===== src/rtl/input_debouncer4.sv =====
// rtl/input_debouncer4.sv - two-stage synchronizer plus per-bit stability-counter debouncer with edge strobes
module input_debouncer4 #(
    parameter int WIDTH         = 4,
    parameter int STABLE_CYCLES = 8,
    parameter int CNT_W         = 4
) (
    input  logic             clk,
    input  logic             reset,
    input  logic [WIDTH-1:0] d_in,
    input  logic             tick,
    output logic [WIDTH-1:0] q,
    output logic [WIDTH-1:0] rise,
    output logic [WIDTH-1:0] fall,
    output logic             changed
);

    // Terminal count: the edge that sees the counter here with tick high is
    // the STABLE_CYCLES-th qualifying sample, so that edge commits the bit.
    localparam logic [CNT_W-1:0] CNT_MAX = CNT_W'(STABLE_CYCLES - 1);

    logic [WIDTH-1:0] sync1_q, sync1_d;
    logic [WIDTH-1:0] sync2_q, sync2_d;
    logic [WIDTH-1:0] deb_q, deb_d;
    logic [WIDTH-1:0] rise_q, rise_d;
    logic [WIDTH-1:0] fall_q, fall_d;
    logic             changed_q, changed_d;
    logic [CNT_W-1:0] cnt_q [WIDTH];
    logic [CNT_W-1:0] cnt_d [WIDTH];

    // Next-state: synchronizer shift, per-bit qualification counters, strobes
    always_comb begin
        sync1_d = d_in;
        sync2_d = sync1_q;
        deb_d   = deb_q;
        rise_d  = '0;
        fall_d  = '0;
        for (int i = 0; i < WIDTH; i++) begin
            cnt_d[i] = cnt_q[i];
            if (sync2_q[i] == deb_q[i]) begin
                // Input agrees with the output again: drop any partial count
                cnt_d[i] = '0;
            end else if (tick) begin
                if (cnt_q[i] == CNT_MAX) begin
                    deb_d[i]  = sync2_q[i];
                    cnt_d[i]  = '0;
                    rise_d[i] = sync2_q[i];
                    fall_d[i] = ~sync2_q[i];
                end else begin
                    cnt_d[i] = cnt_q[i] + 1'b1;
                end
            end
        end
        changed_d = |(rise_d | fall_d);
    end

    // State registers with synchronous reset taking priority
    always_ff @(posedge clk) begin
        if (reset) begin
            sync1_q   <= '0;
            sync2_q   <= '0;
            deb_q     <= '0;
            rise_q    <= '0;
            fall_q    <= '0;
            changed_q <= 1'b0;
            for (int i = 0; i < WIDTH; i++) begin
                cnt_q[i] <= '0;
            end
        end else begin
            sync1_q   <= sync1_d;
            sync2_q   <= sync2_d;
            deb_q     <= deb_d;
            rise_q    <= rise_d;
            fall_q    <= fall_d;
            changed_q <= changed_d;
            for (int i = 0; i < WIDTH; i++) begin
                cnt_q[i] <= cnt_d[i];
            end
        end
    end

    assign q       = deb_q;
    assign rise    = rise_q;
    assign fall    = fall_q;
    assign changed = changed_q;

endmodule


===== config.mk =====
export PLATFORM = sky130hd
export DESIGN_NAME = input_debouncer4
export DESIGN_NICKNAME = d
export VERILOG_FILES = /design/src/rtl/input_debouncer4.sv
export SDC_FILE = /design/constraint.sdc
export NUM_CORES = 1
export LEC_CHECK = 0
export ABC_AREA = 1
export BUFFER_PORTS_ARGS = -buffer_cell sky130_fd_sc_hd__buf_2
export CORE_MARGIN = 5
export CORE_UTILIZATION = 53
export CTS_BUF_LIST = sky130_fd_sc_hd__clkbuf_4
export DETAILED_ROUTE_END_ITERATION = 10
export PLACE_DENSITY_LB_ADDON = 0.2
export SYNTH_ARGS = -nofsm -noshare
export SYNTH_HDL_FRONTEND = slang
export SYNTH_SLANG_ARGS = --single-unit

===== constraint.sdc =====
create_clock -name clk -period 1.1 [get_ports clk]
set_clock_uncertainty 0.05 [all_clocks]
set_input_delay 0.275 -clock clk [delete_from_list [all_inputs] [get_ports clk]]
set_output_delay 0.275 -clock clk [all_outputs]
set_load 0.02 [all_outputs]

Word level (Yosys, flattened, before mapping) --
Memory sizes are Yosys's and may differ from the RTL's. Index checks and enable logic that the tools add are counted.
Storage, ports and cells: word-level logic and storage cells 83, memory bits (writable) 16, output and inout port bits 13, memories kept 1, bits in registers 21
Operators by class: mux-type cells 43, bitwise gates (word level) 13, add/subtract/negate cells 4, reductions and logical operators 5, equality and inequality tests 8
Memories:
- cnt_q | words 4, bits a word 4, read ports 4, clocked after memory_dff 0, write ports 4, RTL line 27 | logic [CNT_W-1:0] cnt_q [WIDTH];
Operators with widths (number):
- two-way mux 4 bit | 16
- two-way mux 1 bit | 27
- adder 4 x 1 -> 4 bit (second input constant) | 4
- == test 4 x 3 -> 1 bit (second input constant) | 4
- AND reduction 3 bit | 4
- NOT 1 bit | 8
- == test 1 bit | 4
- OR 1 bit | 4
- OR 4 bit | 1
- OR reduction 4 bit | 1

Longest topological paths before layout --
Gate-level depths: netlist (run 1).
depth in word-level cells 6, gate-level depth with buffers 7

Worst setup path after synthesis (run 1) --
Ideal clock, no wire load.
path kind register to register, start point memory cnt_q[3][0], end point memory cnt_q[3][3], setup time 114 ps, clock period less this slack 1126 ps, cell stages (with the launch flop) 7, data arrival time 962 ps, path buffers 0, required time 936 ps, setup slack -26 ps, cells stage by stage dfxtp_1 -> ha_1 -> nand2_1 -> nor2_1 -> inv_1 -> nand3_1 -> nor2_1
RTL lines (RTL line):
- from (decl) | 27

Worst setup path in the final report (run 1) --
start point register deb_q[0], in the netlist q[0], end point output q[0]
RTL lines:
- from (decl) | RTL line 23 | logic [WIDTH-1:0] deb_q, deb_d;
- from (signal assigned) | RTL line 61 | deb_q <= '0;
- from (signal assigned) | RTL line 71 | deb_q <= deb_d;
- to (decl) | RTL line 11 | output logic [WIDTH-1:0] q,
No word-level cell between the ends.

==> results.md, run 1 <==
* Area Overhead vs Synth at 44.1%
* Total power at 0.00222 W
* Syn Area/Cell at 7.87 sq um
* Pins Over Slew Limit at 0
* First-pass GRT wire length at 5.63 mm
* Max-slew headroom at the worst pin at 0.804
* Slowest-stage cell, CP: dfxtp_4
* CP delay by family, top: flip-flops
* Die height at 63.2 um
* Total Neg Setup Slack at -0.471 ns
* P_int at 0.00164 W
* Failing checks: setup timing
* WS Path Type: flop to output port
* Cts bufs inserted at 5
* Hold slack at 0.0703 ns
* Post-synthesis async set-or-reset flop share at 0
* Initial DRC Count at 41
* Least-Margin Pin Slew at 0.294 ns
* Reg power frac at 0.614
* P_leak at 0.873 nW
* CP max stage delay at 0.37 ns
* Clk sink count at 37
* Arrival @ worst endpoint at 0.84 ns
* ANT cells at 0
* Critical Path RT at 0.77 ns
* Sw frac at 0.258
* Final WS setup at -0.0657 ns
* Routed WL per cell at 13.8 um
* Starting Density at 0.550
* RSZ-0062 raised after global routing: true
* Antenna Nets Post-Route at 0
* Worst Setup End Kind: output port
* Sequential fraction of the synthesis area at 0.493
* Post-synth EDFFs at 0
* Rows at 19
* Cell Area, Synth at 1500 sq um
* Die Width at 63.2 um
* CORE AREA at 2730 sq um
* Vias in the first global route at 1330
* Share of cells above drive strength 1 at 0.525
* Clock root cell: clkbuf_4
* Final min period at 1.17 ns
* Clock tree buffer depth at 2
* Startpoint Class: flop
* Peak supply drop at 1.11 mV
* GRT Total Usage at 0.176
* Vias post-DR at 1350
* TritonCTS clock tree: done
* Initial antenna violation count at 0
* Total grt overflow at 0
* Via-per-instance ratio at 5.06
* Die area at 4000 sq um
* Post-Synthesis Cells at 191
* CP Cell Sequence: buf_6
* Synth unique cells at 25
* Post-layout nets at 246
* Hold-fix buffers, CTS at 0
* CP max FO at 4
* Clock insertion delay at the later pin of the skew report at 0.36 ns
* Synthesized Nets at 202
* Status: finished, violations left
* Final WL at 3.69 mm
* HP Class: primary input to flop
* Clock power share at 0.324
* Initial DRT Pass Iterations at 4
* Bufs and invs on worst path at 1
* GPL Wtd Cong at 0.803
* Filler cells at 152
* Max-cap violation count at 0
* Combinational share of power at 0.062
* H-tree Lvls at 2
* I/O pin cnt at 20
* P_sw at 0.000572 W
* Pwr per Cell Area at 1020 nW/um^2
* Ys flop type: dfxtp_1
* Detailed Place HPWL at 2.18 mm
* Final Cycle Share at 1.06
* Final hold vios at 0
* Max Clk Rate at 0.858 GHz
* Seq cells post-synth at 37
* Drt drc at 0
* Yosys warns at 0
* PortBufs at 19
* Largest net degree at the start of global routing at 15
* Clock slew at reported path FFs at 0.11 ns
* Setup-failing EPs final at 15
-- cells by family (layout without fill, tap and decap cells) --
kind of cell,Yosys count,after routing,share of synthesized area
AND/OR/NAND/NOR,92,92,0.291
flip-flops,37,37,0.493
buffers and inverters,37,82,0.101
AO/OA/AOI/OAI,17,17,0.0583
adder cells (fa/ha/maj),4,4,0.0333
XOR/XNOR,4,4,0.0233
-- layer usage --
| metal | GRT usage | part of all wire | vias to the layer above |
|---|---|---|---|
| met2 | 0.283 | 0.52 | 30 |
| li1 | - | - | 680 |
| met1 | 0.205 | 0.43 | 633 |
| met4 | 0.0831 | 0.015 | 0 |
| met5 | 0 | 0 | - |
| met3 | 0.0657 | 0.035 | 7 |
-- cell usage after synthesis (2+ instances only) --
| cell type | instances | share of area |
|---|---|---|
| nand3_2 | 2 | 0.013 |
| a21oi_1 | 12 | 0.040 |
| nor3_2 | 2 | 0.013 |
| o21ai_0 | 3 | 0.010 |
| ha_1 | 4 | 0.033 |
| xor2_1 | 4 | 0.023 |
| nand2_1 | 40 | 0.10 |
| nand2_4 | 2 | 0.015 |
| inv_2 | 4 | 0.010 |
| nor2_1 | 24 | 0.060 |
| dfxtp_1 | 37 | 0.49 |
| nor3_1 | 9 | 0.030 |
| inv_1 | 29 | 0.072 |
| nand3_1 | 7 | 0.023 |
| nor2_4 | 2 | 0.015 |
-- power groups by stage --
stage	registers, W	logic (W)	clock network [W]
after floorplan	0.00139	0.0000642	0
after global placement	0.00139	0.000102	0
after detailed placement	0.00139	0.000106	0
after CTS	0.00136	0.000111	0.000719
after global routing	0.00136	0.000151	0.000792
final	0.00136	0.000138	0.000717
-- state kept, by name, summed over array words and instances (netlist names) --
| signal | count |
|---|---|
| fall | 4 |
| sync2_q | 4 |
| rise | 4 |
| cnt_q | 16 |
| q | 4 |
| sync1_q | 4 |
| changed | 1 |
-- final timing paths --
check                                 start         end  slack (ns)  cells past startpoint
worst max-delay path                   q[0]        q[0]       -0.07                      1
worst max register to register  cnt_q[0][1]     changed       -0.03                      7
worst min register to register   sync1_q[1]  sync2_q[1]        0.36                      2
worst min-delay path                d_in[1]  sync1_q[1]        0.07                      3
-- cell type report --
cell class	count	area, sq um	share of cell area
sequential	37	772	0.356
clock buffer	5	37.5	0.0173
clock inverter	3	17.5	0.00809
multi-input combinational	117	831	0.384
timing repair buffer	41	345	0.159
tap	31	38.8	0.0179
inverter	33	124	0.0572
-- per-stage QoR --
stage / area [sq um] / worst slack (ns) / instances / utilization
detailed placement: 1740 / -0.167 / 254 / 0.636
floorplan: 1510 / 0.00373 / 191 / -
global route: 2170 / -0.0970 / 267 / 0.792
global placement: 1740 / -0.121 / 254 / 0.636
CTS: 2000 / -0.0624 / 266 / 0.733
finish: 2170 / -0.0657 / 267 / 0.792
-- placed cells by master (no fill, tap or decap) --
cell	synthesis	final
dfxtp_4	0	2
nand2_1	40	26
nor2_1	24	20
inv_1	29	26
dfxtp_1	37	16
o21ai_1	1	3
ha_4	0	4
clkinv_2	0	2
nand3_4	0	2
o21ai_0	3	1
xor2_2	0	1
clkbuf_4	0	5
clkinvlp_4	0	1
nor4_2	1	1
nor3_2	2	10
nand3b_1	1	1
a211oi_2	0	1
nor3_1	9	1
buf_2	1	6
a21oi_2	0	2
nand2_4	2	7
nor2_4	2	4
a21oi_1	12	10
nand3_2	2	3
buf_6	1	14
xor2_1	4	3
buf_4	1	21
nor2_2	0	2
nand3_1	7	4
nand2_2	1	10
dfxtp_2	0	19
inv_2	4	7
nand4_1	1	1
-- timing repair --
action,CTS,global route
resized for setup,63,41
setup endpoints to repair,32,37
buffers inserted,5,1
pin swaps,6,11
Power figures use the tool's default switching activity.
==> run 2, diff against run 1 <==
Settings changed: CORE_UTILIZATION 53 to 58, SKIP_CTS_REPAIR_TIMING set to 1.
Clock period 1.1 ns to 1.3 ns, I/O delays scaled along.
==> run 2 against run 1 <==
Compared with the run above: design area shrank 19%; highest routed layer unchanged; largest cell class is now sequential cells; non-clock buffer count decreased by 17; sequential share of layout area up 7.3 points; clock power fell by 24%; the flow now finishes without violations; register-to-register slack better by 0.08 ns; cell count decreased by 7.1%; worst hold slack improved by 0.085 ns.
==> results.md, run 2 (synthesis results as in run 1) <==
* Clock slew at reported path FFs at 0.10 ns (about the same)
* Initial DRT Pass Iterations at 4 (unchanged)
* Arrival @ worst endpoint at 1.44 ns (+0.60 ns)
* Register bank with the most flops: cnt_q
* Status: complete, no violations
* Peak supply drop at 0.919 mV (-17%)
* Via-per-instance ratio at 4.89 (-3.3%)
* Clock tree buffer depth at 2 (unchanged)
* Max Clk Rate at 0.801 GHz
* Storage element area at 752 sq um (-2.6%)
* Final Cycle Share at 0.960
* HP Class: primary input to flop
* I/O pin cnt at 20 (unchanged)
* Bufs and invs on worst path at 1 (unchanged)
* Detailed Place HPWL at 2.16 mm (-0.67%)
* Worst Setup End Kind: flop
* Slack of the worst reg-to-reg path at 0.05 ns (+0.08 ns)
* Clk sink count at 37 (unchanged)
* Footprint of the multi-input gates at 643 sq um (-23%)
* GRT Total Usage at 0.183 (+0.00757)
* Rows at 18 (-1)
* Final hold vios at 0 (unchanged)
* Final WS setup at 0.0516 ns (+0.117 ns)
* Hold endpoint: sync1_q[3]
* Routed WL per cell at 11.3 um (-18%)
* Pwr per Cell Area at 1020 nW/um^2 (-0.49%)
* Commonest cells after routing, fill and taps aside: 40 x nand2_1, 29 x inv_1, 28 x dfxtp_1
* Clock insertion delay at the later pin of the skew report at 0.32 ns (-0.04 ns)
* Filler cells at 201 (+32%)
* Largest net degree at the start of global routing at 15 (unchanged)
* Initial DRC Count at 54 (+32%)
* CP Cell Sequence: ha_1 > nand2_1 > nor2_4 > inv_1 > nand3_2 > nor3_1
* Hold slack at 0.156 ns (+0.0852 ns)
* Drt drc at 0 (unchanged)
* Die Width at 60.9 um (-3.7%)
* Starting Density at 0.607 (+0.0569)
* Setup-failing EPs final at 0 (-15)
* TritonCTS clock tree: done
* ANT cells at 0 (unchanged)
* Total power at 0.00178 W (-20%)
* Startpoint Class: flop
* Hold path startpoint: d_in[3]
* CP delay by family, top: simple AND/OR/NAND/NOR gates
* Max-slew headroom at the worst pin at 0.869 (+0.0647)
* FF-to-FF path depth at 6 (-1)
* Max reg flops at 16 (unchanged)
* Final WL at 2.81 mm (-24%)
* R2r startpoint: cnt_q[3][0]
* Fin cells at 248 (-7.1%)
* P_leak at 0.737 nW (-16%)
* WS Path Type: flop to flop
* Die area at 3710 sq um (-7.3%)
* Worst hold path cell count at 3 (unchanged)
* Commonest non-fill, non-tap cell in the layout: nand2_1
* Total grt overflow at 0 (unchanged)
* Critical register-to-register path endpoint: cnt_q[3][0]
* Slowest-stage cell, CP: dfxtp_2
* Critical Path RT at 1.49 ns (+0.72 ns)
* Share of cells above drive strength 1 at 0.261 (-0.264)
* CP max FO at 4 (unchanged)
* Clock root cell: clkbuf_4
* Crit path launch: cnt_q[3][0]
* GPL Wtd Cong at 0.711 (-11%)
* Vias in the first global route at 1232 (-7.4%)
* Final min period at 1.25 ns
* Area Overhead vs Synth at 16.5%
* Vias post-DR at 1212 (-10%)
* Post-layout nets at 229 (-6.9%)
* CP max stage delay at 0.35 ns (-0.02 ns)
* Max-cap violation count at 0 (unchanged)
* Die height at 60.9 um (-3.7%)
* PortBufs at 19 (unchanged)
* First-pass GRT wire length at 5.03 mm (-11%)
* Pins Over Slew Limit at 0 (unchanged)
* CORE AREA at 2480 sq um (-9.4%)
* Least-Margin Pin Slew at 0.196 ns (-0.0973 ns)
* Placed cell count at 241 (-5.1%)
* Cts bufs inserted at 5 (unchanged)
* Initial antenna violation count at 0 (unchanged)
* H-tree Lvls at 2 (unchanged)
* Antenna Nets Post-Route at 0 (unchanged)
* Pre-CTS setup slack at -0.0164 ns (+0.151 ns)
* Total Neg Setup Slack at 0 ns (+0.471 ns)
-- run 2: changes by cell type in the layout (fill, tap and decap cells not counted), sizes merged --
cell,previous run,this run
buf,41,24
clkinv,2,1
clkinvlp,1,0
clkbuf,5,6
-- run 2: final cells by class --
class | instances | share of cell area
Clock buffer | 6 | 0.0257
Multi-Input combinational cell | 117 | 0.367
Timing Repair Buffer | 24 | 0.0829
Inverter | 33 | 0.0708
Sequential cell | 37 | 0.430
Tap cell | 30 | 0.0214
Clock inverter | 1 | 0.00214
-- run 2: through the flow --
stage          cell area [sq um]   util
5_1_grt                     1750  0.707
3_3_place_gp                1660  0.669
4_1_cts                     1710  0.689
2_1_floorplan               1500      -
6_report                    1750  0.707
3_5_place_dp                1660  0.669
-- run 2: worst register-to-register path: cells and delay by family (launching register included) --
kind                     cells  cell delay [ns]
AND/OR/NAND/NOR              4             0.44
adder cells (fa/ha/maj)      1             0.21
flip-flops                   1             0.35
buffers and inverters        1             0.11
-- run 2: per-layer routing --
| metal | track usage | share of wire |
|---|---|---|
| met5 | 0 | 0 |
| met4 | 0.0743 | 0.0068 |
| met3 | 0.0468 | 0.036 |
| met2 | 0.315 | 0.50 |
| met1 | 0.218 | 0.45 |
-- run 2: how the worst max path moves through the flow --
stage	slack, ns	cells past startpoint	endpoint
after floorplan	0.17	6	cnt_q[3][3]
after global placement	0.04	6	cnt_q[3][3]
after detailed placement	-0.02	6	cnt_q[3][3]
after CTS	-0.04	6	cnt_q[3][3]
after global routing	-0.02	6	cnt_q[3][0]
final	0.05	6	cnt_q[3][0]
-- run 2: report_power, final --
group / total, W / leakage, nW / switching [W] / internal, W
combinational: 0.0000865 / 0.404 / 0.0000532 / 0.0000333
clock: 0.000542 / 0.0292 / 0.000324 / 0.000217
sequential: 0.00115 / 0.304 / 0.00000732 / 0.00115
total: 0.00178 / 0.737 / 0.000385 / 0.00140
